## config.mk

```make
export PLATFORM = sky130hd
export DESIGN_NAME = screen_triangle_assembler
export DESIGN_NICKNAME = d
export VERILOG_FILES = /design/src/rtl/screen_triangle_assembler_pkg.sv /design/src/rtl/viewport_to_pixel.sv /design/src/rtl/screen_triangle_assembler.sv
export SDC_FILE = /design/constraint.sdc
export NUM_CORES = 1
export LEC_CHECK = 0
export CORE_MARGIN = 2
export CORE_UTILIZATION = 50
export DETAILED_ROUTE_END_ITERATION = 10
export GPL_ROUTABILITY_DRIVEN = 0
export PLACE_DENSITY = 0.77
export SYNTH_ARGS = -nofsm -noshare
export SYNTH_HDL_FRONTEND = slang
export SYNTH_SLANG_ARGS = --single-unit
export TNS_END_PERCENT = 30
```

## constraint.sdc

```tcl
create_clock -name clk_in -period 8.1 [get_ports clk_in]
set_clock_uncertainty 0.2 [all_clocks]
set_input_delay 1.62 -clock clk_in [delete_from_list [all_inputs] [get_ports clk_in]]
set_output_delay 1.62 -clock clk_in [all_outputs]
set_load 0.02 [all_outputs]
```

## src/rtl/screen_triangle_assembler_pkg.sv

```systemverilog
// Shared graphics package: fixed-point unit constant, assembler FSM state encoding
// and the registered per-vertex slot layout.
package screen_triangle_assembler_pkg;

  localparam int FracBitsDefault = 14;
  localparam int ONE             = 1 << FracBitsDefault;

  // Slot fields are sized generously so any reasonable parameterisation fits;
  // the top truncates to the configured output widths.
  localparam int SlotXW = 16;
  localparam int SlotYW = 16;
  localparam int SlotZW = 32;

  typedef enum logic [1:0] {
    StCollect,
    StEval,
    StHold
  } state_e;

  typedef struct packed {
    logic [SlotXW-1:0]        px;
    logic [SlotYW-1:0]        py;
    logic signed [SlotZW-1:0] pz;
    logic                     on_screen;
  } slot_t;

  // Fixed-point unit for an arbitrary fractional width.
  function automatic int one_of(int frac_bits);
    return 1 << frac_bits;
  endfunction

endpackage

```

## src/rtl/viewport_to_pixel.sv

```systemverilog
// Combinational viewport-to-pixel conversion for one vertex.
//   x_i         : signed normalized x, ONE = 2^FRAC_BITS
//   y_i         : signed normalized y (screen row 0 is y = +ONE)
//   px_o, py_o  : pixel coordinates, clamped to the screen
//   on_screen_o : -ONE <= x < ONE and -ONE < y <= ONE
module viewport_to_pixel
  import screen_triangle_assembler_pkg::*;
#(
  parameter int FRAC_BITS  = 14,
  parameter int XW         = 18,
  parameter int YW         = 20,
  parameter int HRES       = 320,
  parameter int VRES       = 180,
  parameter int HRES_WIDTH = 9,
  parameter int VRES_WIDTH = 8
) (
  input  logic signed [XW-1:0]   x_i,
  input  logic signed [YW-1:0]   y_i,
  output logic [HRES_WIDTH-1:0]  px_o,
  output logic [VRES_WIDTH-1:0]  py_o,
  output logic                   on_screen_o
);

  // One extra bit for the offset add, one for the sign of the resolution operand.
  localparam int XPW = XW + 2 + HRES_WIDTH;
  localparam int YPW = YW + 2 + VRES_WIDTH;
  localparam int One = one_of(FRAC_BITS);

  logic signed [XPW-1:0] x_off, x_scaled;
  logic signed [YPW-1:0] y_off, y_scaled;
  logic                  on_x, on_y;

  always_comb begin
    x_off    = XPW'(x_i) + XPW'(One);
    y_off    = YPW'(One) - YPW'(y_i);
    // Arithmetic shift of a signed value is floor division by 2^(FRAC_BITS+1).
    x_scaled = (x_off * XPW'(HRES)) >>> (FRAC_BITS + 1);
    y_scaled = (y_off * YPW'(VRES)) >>> (FRAC_BITS + 1);

    // Offset coordinates lie in [0, 2*ONE) exactly when the vertex is on-screen.
    on_x = (x_off >= 0) && (x_off < XPW'(2 * One));
    on_y = (y_off >= 0) && (y_off < YPW'(2 * One));
    on_screen_o = on_x && on_y;

    if (x_scaled < 0) begin
      px_o = '0;
    end else if (x_scaled > XPW'(HRES - 1)) begin
      px_o = HRES_WIDTH'(HRES - 1);
    end else begin
      px_o = x_scaled[HRES_WIDTH-1:0];
    end

    if (y_scaled < 0) begin
      py_o = '0;
    end else if (y_scaled > YPW'(VRES - 1)) begin
      py_o = VRES_WIDTH'(VRES - 1);
    end else begin
      py_o = y_scaled[VRES_WIDTH-1:0];
    end
  end

endmodule

```

## src/rtl/screen_triangle_assembler.sv

```systemverilog
// Screen triangle assembler: converts incoming viewport vertices to pixel space,
// groups them three per triangle, culls triangles behind the camera or fully
// off-screen, and presents surviving triangles with a valid/ready handshake.
//   clk_in, rst_n_in          : clock, asynchronous active-low reset
//   valid_in / ready_out      : vertex input handshake
//   viewport_x/y_position     : signed normalized vertex position
//   z_depth                   : signed camera-space depth
//   valid_out / ready_in      : triangle output handshake
//   px, py, pz                : triangle vertex data, valid while valid_out
//   cull_count                : wrapping count of culled triangles
module screen_triangle_assembler
  import screen_triangle_assembler_pkg::*;
#(
  parameter int FRAC_BITS                 = 14,
  parameter int VIEWPORT_H_POSITION_WIDTH = 18,
  parameter int VIEWPORT_W_POSITION_WIDTH = 20,
  parameter int Z_WIDTH                   = 19,
  parameter int HRES                      = 320,
  parameter int VRES                      = 180,
  parameter int HRES_WIDTH                = 9,
  parameter int VRES_WIDTH                = 8
) (
  input  logic                                        clk_in,
  input  logic                                        rst_n_in,
  input  logic                                        valid_in,
  output logic                                        ready_out,
  input  logic signed [VIEWPORT_H_POSITION_WIDTH-1:0] viewport_x_position,
  input  logic signed [VIEWPORT_W_POSITION_WIDTH-1:0] viewport_y_position,
  input  logic signed [Z_WIDTH-1:0]                   z_depth,
  input  logic                                        ready_in,
  output logic                                        valid_out,
  output logic [2:0][HRES_WIDTH-1:0]                  px,
  output logic [2:0][VRES_WIDTH-1:0]                  py,
  output logic [2:0][Z_WIDTH-1:0]                     pz,
  output logic [15:0]                                 cull_count
);

  state_e          state_q, state_d;
  logic [1:0]      count_q, count_d;
  slot_t [2:0]     slots_q;
  logic [15:0]     cull_q;

  logic [HRES_WIDTH-1:0] conv_px;
  logic [VRES_WIDTH-1:0] conv_py;
  logic                  conv_on;
  logic                  accept;
  logic                  any_behind, any_on, cull;

  viewport_to_pixel #(
    .FRAC_BITS  (FRAC_BITS),
    .XW         (VIEWPORT_H_POSITION_WIDTH),
    .YW         (VIEWPORT_W_POSITION_WIDTH),
    .HRES       (HRES),
    .VRES       (VRES),
    .HRES_WIDTH (HRES_WIDTH),
    .VRES_WIDTH (VRES_WIDTH)
  ) u_conv (
    .x_i         (viewport_x_position),
    .y_i         (viewport_y_position),
    .px_o        (conv_px),
    .py_o        (conv_py),
    .on_screen_o (conv_on)
  );

  assign accept = valid_in && ready_out;

  always_comb begin
    any_behind = 1'b0;
    any_on     = 1'b0;
    for (int i = 0; i < 3; i++) begin
      if ($signed(slots_q[i].pz) <= 0) any_behind = 1'b1;
      if (slots_q[i].on_screen)        any_on     = 1'b1;
    end
    cull = any_behind || !any_on;
  end

  // State register
  always_ff @(posedge clk_in or negedge rst_n_in) begin
    if (!rst_n_in) begin
      state_q <= StCollect;
      count_q <= 2'd0;
    end else begin
      state_q <= state_d;
      count_q <= count_d;
    end
  end

  // Next-state logic
  always_comb begin
    state_d = state_q;
    count_d = count_q;
    unique case (state_q)
      StCollect: begin
        if (accept) begin
          if (count_q == 2'd2) begin
            count_d = 2'd0;
            state_d = StEval;
          end else begin
            count_d = count_q + 2'd1;
          end
        end
      end
      StEval:  state_d = cull ? StCollect : StHold;
      StHold:  if (ready_in) state_d = StCollect;
      default: state_d = StCollect;
    endcase
  end

  // Outputs
  always_comb begin
    ready_out = 1'b0;
    valid_out = 1'b0;
    unique case (state_q)
      StCollect: ready_out = 1'b1;
      StHold:    valid_out = 1'b1;
      default:   ;
    endcase
  end

  // Vertex slots only change on accept edges, so outputs are stable in HOLD.
  always_ff @(posedge clk_in or negedge rst_n_in) begin
    if (!rst_n_in) begin
      slots_q <= '0;
    end else begin
      for (int i = 0; i < 3; i++) begin
        if (accept && (count_q == 2'(i))) begin
          slots_q[i].px        <= SlotXW'(conv_px);
          slots_q[i].py        <= SlotYW'(conv_py);
          slots_q[i].pz        <= SlotZW'(z_depth);
          slots_q[i].on_screen <= conv_on;
        end
      end
    end
  end

  always_ff @(posedge clk_in or negedge rst_n_in) begin
    if (!rst_n_in) begin
      cull_q <= 16'd0;
    end else if ((state_q == StEval) && cull) begin
      cull_q <= cull_q + 16'd1;
    end
  end

  always_comb begin
    for (int i = 0; i < 3; i++) begin
      px[i] = slots_q[i].px[HRES_WIDTH-1:0];
      py[i] = slots_q[i].py[VRES_WIDTH-1:0];
      pz[i] = slots_q[i].pz[Z_WIDTH-1:0];
    end
  end

  assign cull_count = cull_q;

  // Upper slot bits beyond the configured widths are intentionally dropped.
  logic unused_slots;
  assign unused_slots = ^slots_q;

endmodule

```

==> impl_metrics.yaml, run 1 <==
detailed_routing:
  detail_route.wl_per_cell_um: 15.8
  viasPerCell: 5.34
  vias: 8298
  drc: 0
  drt-initial-drc-count: 469
  antenna_left: 0
  dr.pass1.iters: 5
  drt_wl_total_um: 24600
synth:
  postSynthCellCount: 1186
  synthFlopType: "dfrtp_1"
  yosysMostFrequentCell: "nand2_1"
  syn_area_sq_um: 10400
  synth_top_cells_by_area: "dfrtp_1, ha_1, nand2_1, buf_4, fa_1"
  synth_edf_count: 0
  ys_types: 68
  synth_common_cells: "nand2_1, dfrtp_1, buf_4, inv_1, ha_1"
  synth_top_cell_by_area: "dfrtp_1"
  synth_top_cell_area_share_pct: 31.7
  ys_async_sr_fraction_pct: 100
  ys_seq_area_share_pct: 31.7
  syn_nets: 1384
  ys_ff_latch: 131
  yosysWarnings: 0
  syn_avg_cell_area_sq_um: 8.73
cells_and_area:
  final_area_sq_um: 12400
  area_growth_pct: 20.1
  nets: 1470
  num_antenna_cells: 0
  drive_gt1_share_pct: 5.68
worst_setup_path:
  max_stage_delay_ps: 600
  crit_path_start_kind: "input port"
  cp.arrival_ps: 7820
  crit_type: "in -> reg"
  cp-end-kind: "flip-flop"
  cp-startpoint: "viewport_y_position[1]"
  worst-path-buf-inv: 5
  cp.required_ps: 8190
  cp_top_family: "adder cells"
  timing.rr.start: "pz[6]"
  crit_fanout: 8
  cpMaxStageDelayCell: "or4b_4"
  crit_top_cell: "ha_1"
  crit_chain: "clkdlybuf4s50_1 > inv_1 > ha_1 > nor4b_4 > nand2_1 > nor3_1 > buf_4 > and3_1 > or2_2 > ha_1 > ha_1 > fa_1 > inv_1 > fa_1 > inv_1 > ha_1 > a21oi_1 > o21ai_0 > a31oi_1 > o211ai_1 > a2111oi_1 > o31ai_1 > or4b_4 > a22o_1"
clock_tree:
  cts_tree: "yes"
  holdBufCountCts: 0
  cts_resized: 0
  cts_setup_buffers: 0
  clockBufferDepth: 2
  path_clk_slew_ps: 60
  clock-sinks: 131
  clk_latency_ps: 410
  cts_buffers: 17
  h-tree-depth: 4
  cts-root-buf: "clkbuf_16"
sta:
  period_needed_ps: 7730
  setup_viol_count_final: 0
  whs_ps: 269
  post-route-period-util_pct: 95.5
  setup_tns_ps: 0
  worstMarginPinSlew_ps: 960
  slew_viol_final: 0
  hold_viol_final: 0
  setup_ws_ps: 367
  fmax_mhz: 129
  max-slew-margin-rel_pct: 36.0
floorplan:
  dieArea_sq_um: 21900
  start_util_pct: 51.0
  die_x_um: 148
  core-area_sq_um: 20300
  fp.dieH_um: 148
  num_rows: 52
  num_io_pins: 187
global_routing:
  grt_pass1_vias: 8103
  track_usage_pct: 22.7
  antenna_found_initial: 0
  gr-total-overflow: 0
  grt_first_pass_wirelength_um: 40200
  grt_max_degree: 77
hold_path:
  hp-start: "cull_count[15]"
  hold_path.class: "reg -> reg"
run_status:
  status: "finished clean"
power:
  power_density_nw_per_um2: 356
  power.total_w: 0.00443
  peakVddDrop_uv: 173
  p_leak_nw: 5.97
placed_design:
  pre_cts_ws_ps: -153
  buffer_ports.inserted: 186
  hpwl_um: 18900
  placed_cell_area_sq_um: 11800
flow_run:
  cap_violations: 0
-- layout by cell type (no fill, tap or decap), types with 20 or more instances in the layout --
master / instances
clkdlybuf4s50_1: 185
dfrtp_1: 131
nand2_1: 245
ha_1: 103
buf_4: 20
inv_1: 108
xor2_1: 28
fa_1: 34
o21ai_0: 45
nor2_1: 45
nor3_1: 23
xnor2_1: 31
a21oi_1: 28
-- worst reg2reg max path, delay by kind of cell (launching register included) --
kind | cells | cell delay [ps]
compound gates | 1 | 380
xor+xnor | 1 | 170
flops | 1 | 410
simple gates | 6 | 1900
-- final timing paths --
check	to	slack [ps]	cells after the start
max in group asynchronous	pz[55]	5370	2
min in group asynchronous	cull_count[10]	970	1
setup / recovery	py[23]	370	24
hold reg to reg	cull_count[15]	270	1
setup reg to reg	cull_count[15]	4960	8
hold / removal	cull_count[15]	270	1
-- sequential cells by signal, indices dropped and copies added (netlist names) --
register,cells
py,24
state_q,2
cull_count,16
pz,57
slots_q,3
count_q,2
px,27
-- routing by layer --
metal	global-route usage, %	part of all wire [%]
met2	40.0	49
met1	30.3	45
met5	0	0
met3	3.52	4.9
met4	3.76	0.67
-- power by group --
| part | leakage, nW | internal (W) | switching, W | total (W) |
|---|---|---|---|---|
| logic | 3.99 | 0.00108 | 0.00142 | 0.00250 |
| clock network | 0.310 | 0.000529 | 0.000297 | 0.000827 |
| registers | 1.67 | 0.000902 | 0.000201 | 0.00110 |
-- kinds of logic (layout without fill, tap and decap cells) --
group	Yosys count	count (layout)	share of synthesized area (%)
simple gates	421	421	18.5
buf+inv	248	347	12.9
compound gates	170	170	11.0
fa+ha+maj	137	137	19.0
flops	131	131	31.7
xor+xnor	59	59	4.99
mux	20	20	1.96
-- area by class of cell --
type / count / area, sq um
tap: 270 / 338
inverter: 109 / 409
multi-input combinational: 807 / 5760
fill: 1747 / 7860
sequential: 131 / 3280
timing repair buffer: 206 / 2010
clock inverter: 13 / 196
clock buffer: 19 / 443
-- per-stage QoR --
stage | utilization [%] | cells
after floorplan | - | 1186
after global placement | 58.0 | 1523
after detailed placement | 58.0 | 1523
after CTS | 61.2 | 1555
after global routing | 61.3 | 1555
final | 61.3 | 1555
Power figures use the tool's default switching activity.
==> inputs of run 2 (changes only) <==
--- a/config.mk
+++ b/config.mk
@@ -5,6 +5,7 @@
 export SDC_FILE = /design/constraint.sdc
 export NUM_CORES = 1
 export LEC_CHECK = 0
+export ABC_AREA = 0
 export CORE_MARGIN = 2
 export CORE_UTILIZATION = 50
 export DETAILED_ROUTE_END_ITERATION = 10
==> constraint.sdc (replaced) <==
create_clock -name clk_in -period 9.69 [get_ports clk_in]
set_clock_uncertainty 0.2 [all_clocks]
set_input_delay 1.938 -clock clk_in [delete_from_list [all_inputs] [get_ports clk_in]]
set_output_delay 1.938 -clock clk_in [all_outputs]
set_load 0.02 [all_outputs]
==> run 2 against run 1 <==
  * Total power down 20%
  * Sequential share of layout area up 0.39 points
  * Utilization down 0.90 points
  * Sequential power down 17%
  * Worst hold slack worse by 3.2 ps
  * Clock-buffer cell count unchanged
  * Critical path depth down 1
  * Die area unchanged
  * Non-clock buffer count down 10
  * Design area down 1.5%
  * Register-to-register slack better by 1600 ps
  * Largest power group unchanged
==> impl_metrics.yaml, run 2 (synthesized netlist as in run 1, its figures left out) <==
clock_tree:
  cts-root-buf: "clkbuf_16"
  holdBufCountCts: 0
  clockBufferDepth: 2
  path_clk_slew_ps: 60
  h-tree-depth: 4
  cts_tree: "yes"
  cts_setup_buffers: 0
  clk_latency_ps: 410
  cts_buffers: 17
  cts_resized: 0
  clock-sinks: 131
worst_setup_path:
  cpMaxStageDelayCell: "o21ai_1"
  crit_type: "in -> reg"
  crit_path_start_kind: "input port"
  crit_chain: "clkdlybuf4s50_1 > inv_1 > ha_1 > nor4b_2 > nand2_1 > nor3_1 > nand2_1 > xor2_1 > ha_1 > ha_1 > fa_1 > inv_1 > fa_1 > inv_1 > ha_1 > o21ai_1 > a221oi_1 > o21ai_1 > o211ai_1 > a221oi_1 > o21ai_1 > mux2_2 > o21a_1"
  crit_top_cell: "ha_1"
  crit_fanout: 15
  cp-end-kind: "flip-flop"
  max_stage_delay_ps: 820
  cp.arrival_ps: 8530
  cp.required_ps: 9830
  worst-path-buf-inv: 4
  cp_top_family: "adder cells"
placed_design:
  hpwl_um: 19000
  pre_cts_ws_ps: 897
  buffer_ports.inserted: 186
detailed_routing:
  drt_wl_total_um: 24200
  drc: 0
  vias: 8266
  drt-initial-drc-count: 385
  dr.pass1.iters: 6
  viasPerCell: 5.35
  detail_route.wl_per_cell_um: 15.7
  antenna_left: 0
floorplan:
  dieArea_sq_um: 21900
  fp.dieH_um: 148
  die_x_um: 148
  core-area_sq_um: 20300
  start_util_pct: 51.0
  num_rows: 52
  num_io_pins: 187
power:
  power_density_nw_per_um2: 289
  peakVddDrop_uv: 140
  p_leak_nw: 5.87
sta:
  whs_ps: 265
  setup_ws_ps: 1300
  setup_viol_count_final: 0
  hold_viol_final: 0
  max-slew-margin-rel_pct: 32.3
  period_needed_ps: 8390
  setup_tns_ps: 0
  rsz0062_at_grt: "false"
  post-route-period-util_pct: 86.5
  worstMarginPinSlew_ps: 1010
  slew_viol_final: 0
  fmax_mhz: 119
global_routing:
  track_usage_pct: 22.2
  grt_max_degree: 78
  grt_first_pass_wirelength_um: 39500
  antenna_found_initial: 0
  grt_pass1_vias: 8002
  gr-total-overflow: 0
cells_and_area:
  area_growth_pct: 18.4
  multi_input_comb_area_sq_um: 5740
  largest_reg_flops: 57
  regArea_sq_um: 3280
  num_antenna_cells: 0
  nFillCells: 1805
  top_regs: "pz x57, px x27, py x24"
  top_register: "pz"
  drive_gt1_share_pct: 4.71
  final_common_cell: "nand2_1"
  nets: 1460
  final_cell_mix: "nand2_1, clkdlybuf4s50_1, dfrtp_1"
flow_run:
  cap_violations: 0
hold_path:
  hold_path.class: "reg -> reg"
run_status:
  status: "finished clean"
run 2: changes by cell type in the layout (fill, tap and decap cells not counted), sizes merged:
cell      delta
buf         -10
bufinv       -3
clkinv       +3
clkinvlp     +1
inv          -2
run 2: final timing paths:
| path | slack, ps | cells after the start | start | endpoint |
|---|---|---|---|---|
| setup / recovery | 1300 | 23 | viewport_y_position[0] | py[8] |
| hold / removal | 270 | 1 | cull_count[15] | cull_count[15] |
| setup reg to reg | 6550 | 8 | pz[6] | cull_count[15] |
| hold reg to reg | 270 | 1 | cull_count[15] | cull_count[15] |
| max in group asynchronous | 6670 | 2 | rst_n_in | pz[22] |
| min in group asynchronous | 1280 | 1 | rst_n_in | cull_count[11] |
run 2: per-layer routing:
metal,GRT usage [%],up-vias,share of wire [%]
li1,-,4043,-
met1,28.8,3924,43
met2,38.7,268,49
met3,3.70,31,5.8
met4,6.00,0,1.7
met5,0,-,0
run 2: cell type report:
type / count / area share (%)
clock buffers: 19 / 3.61
clock inverters: 12 / 0.888
inverters: 109 / 3.34
multi-input cells: 807 / 46.9
flip-flops and latches: 131 / 26.7
well taps: 270 / 2.76
repair buffers: 196 / 15.8
run 2: per-stage QoR:
step | power (W) | cells | util [%] | cell area (sq um)
CTS | 0.00356 | 1544 | 60.4 | 12300
global placement | 0.00291 | 1513 | 57.7 | 11700
floorplan | 0.00245 | 1186 | - | 10400
global route | 0.00381 | 1544 | 60.4 | 12300
finish | 0.00354 | 1544 | 60.4 | 12300
detailed placement | 0.00296 | 1513 | 57.7 | 11700
run 2: power by group:
part | internal (W) | total [W] | switching [W]
sequential | 0.000754 | 0.000916 | 0.000162
combinational | 0.000857 | 0.00203 | 0.00117
clock | 0.000358 | 0.000592 | 0.000233
==> inputs of run 3 (changes only) <==
--- a/config.mk
+++ b/config.mk
@@ -9,7 +9,6 @@
 export CORE_MARGIN = 2
 export CORE_UTILIZATION = 50
 export DETAILED_ROUTE_END_ITERATION = 10
-export GPL_ROUTABILITY_DRIVEN = 0
 export PLACE_DENSITY = 0.77
 export SYNTH_ARGS = -nofsm -noshare
 export SYNTH_HDL_FRONTEND = slang
==> constraint.sdc (replaced) <==
create_clock -name clk_in -period 8.2 [get_ports clk_in]
set_clock_uncertainty 0.2 [all_clocks]
set_input_delay 1.64 -clock clk_in [delete_from_list [all_inputs] [get_ports clk_in]]
set_output_delay 1.64 -clock clk_in [all_outputs]
set_load 0.02 [all_outputs]
==> run 3 against run 2 <==
  * Largest cell class unchanged
  * Setup slack worse by 920 ps
  * Flip-flop and latch count stayed put
  * Combinational power is 21% higher
  * Total power is 20% higher
  * Sequential power is 18% higher
  * Wire length is 0.90% higher
==> impl_metrics.yaml, run 3 (synthesized netlist as in run 1, its figures left out) <==
run_status:
  status: "finished clean"
clock_tree:
  cts-root-buf: "clkbuf_16"
  cts_buffers: 17
  cts_tree: "yes"
  clock-sinks: 131
  clockBufferDepth: 2
  clk_latency_ps: 410
  h-tree-depth: 4
  path_clk_slew_ps: 60
cells_and_area:
  nFillCells: 1786
  nets: 1469
  multi_input_comb_area_sq_um: 5760
  num_antenna_cells: 0
  top_regs: "pz x57, px x27, py x24"
  drive_gt1_share_pct: 5.54
  final_area_sq_um: 12300
  largest_reg_flops: 57
  area_growth_pct: 19.2
  final_common_cell: "nand2_1"
  regArea_sq_um: 3280
  final_cell_mix: "nand2_1, clkdlybuf4s50_1, dfrtp_1"
  top_register: "pz"
placed_design:
  buffer_ports.inserted: 186
  pre_cts_ws_ps: -212
  hpwl_um: 19100
  gp_congestion: 0.845
  placed_cell_area_sq_um: 11800
detailed_routing:
  detail_route.wl_per_cell_um: 15.7
  drt_wl_total_um: 24400
  drc: 0
  vias: 8254
  drt-initial-drc-count: 416
  viasPerCell: 5.32
  antenna_left: 0
  dr.pass1.iters: 5
sta:
  hold_viol_final: 0
  setup_ws_ps: 382
  period_needed_ps: 7820
  fmax_mhz: 128
  post-route-period-util_pct: 95.3
  slew_viol_final: 0
  worstMarginPinSlew_ps: 985
  max-slew-margin-rel_pct: 34.3
  setup_viol_count_final: 0
global_routing:
  gr-total-overflow: 0
  grt_pass1_vias: 7975
  antenna_found_initial: 0
  grt_first_pass_wirelength_um: 39800
  track_usage_pct: 22.5
  grt_max_degree: 79
worst_setup_path:
  crit_fanout: 6
  cp.required_ps: 8290
  cp.arrival_ps: 7910
  crit_type: "in -> reg"
  crit_path_start_kind: "input port"
  cp-end-kind: "flip-flop"
floorplan:
  num_rows: 52
  core-area_sq_um: 20300
  fp.dieH_um: 148
  start_util_pct: 51.0
  die_x_um: 148
  num_io_pins: 187
  dieArea_sq_um: 21900
flow_run:
  cap_violations: 0
power:
  peakVddDrop_uv: 140
  p_leak_nw: 5.92
  power_density_nw_per_um2: 344
hold_path:
  hold_path.class: "reg -> reg"
## run 3: changes by cell type in the layout (fill, tap and decap cells not counted), sizes merged
cell / before / now
clkbuf: 19 / 18
buf: 11 / 20
## run 3: critical path: stages
cell and delay [ps]:
clkdlybuf4s50_1 440, inv_1 90, ha_1 210, nor4b_4 280, nand2_1 150, nor3_2 210, nand2_1 100, xor2_1 300
ha_1 310, ha_1 330, fa_1 540, inv_1 50, fa_1 490, inv_1 40, ha_1 350, a22oi_1 230
o2111ai_1 180, o21ai_1 290, o211ai_1 210, buf_4 190, a2111oi_2 300, o31ai_1 140, or4b_4 600, a22o_1 200
## run 3: path summary, 6_finish.rpt
kind                                   startpoint             end  slack, ps  cells after the start
setup / recovery           viewport_y_position[1]          py[15]        380                     24
hold / removal                     cull_count[15]  cull_count[15]        260                      1
setup reg to reg                            pz[2]  cull_count[15]       5110                      7
hold reg to reg                    cull_count[15]  cull_count[15]        260                      1
max in group asynchronous                rst_n_in          pz[23]       5450                      2
min in group asynchronous                rst_n_in  cull_count[11]        980                      1
## run 3: metal layers
metal  vias to the layer above  wire [um]  GRT usage, %
met3                        25       1190          3.02
met2                       237      12100          39.2
met5                         -          0             0
met4                         0        351          6.10
li1                       4067          -             -
met1                      3925      10800          29.7
## run 3: report_power, final
group | switching (W) | leakage (nW) | internal [W]
Clock | 0.000280 | 0.268 | 0.000422
Combinational | 0.00141 | 3.99 | 0.00106
Sequential | 0.000191 | 1.67 | 0.000891
Total | 0.00188 | 5.92 | 0.00237
## run 3: area by class of cell
cell class	instances	area share [%]
Clock buffer	18	3.56
Clock inverter	12	0.882
Inverter	109	3.32
Multi-Input combinational cell	807	46.7
Sequential cell	131	26.6
Tap cell	270	2.74
Timing Repair Buffer	205	16.3
## run 3: timing repair
| item | 4_1_cts | 5_1_grt |
|---|---|---|
| setup buffers | 0 | 1 |
| hold buffers | 0 | 0 |
| endpoints found under the hold margin | 0 | 0 |
| setup endpoints to repair | 0 | 24 |
| gates resized for setup | 0 | 4 |
## run 3: through the flow
step | cells | power [W] | setup TNS (ps) | util (%) | hold WS [ps]
after CTS | 1551 | 0.00425 | 0 | 60.7 | 268
after global routing | 1552 | 0.00458 | -23.7 | 60.8 | 275
after detailed placement | 1521 | 0.00354 | -1400 | 58.0 | 260
after floorplan | 1186 | 0.00289 | 0 | - | 248
final | 1552 | 0.00425 | 0 | 60.8 | 260
after global placement | 1521 | 0.00348 | 0 | 58.0 | 258
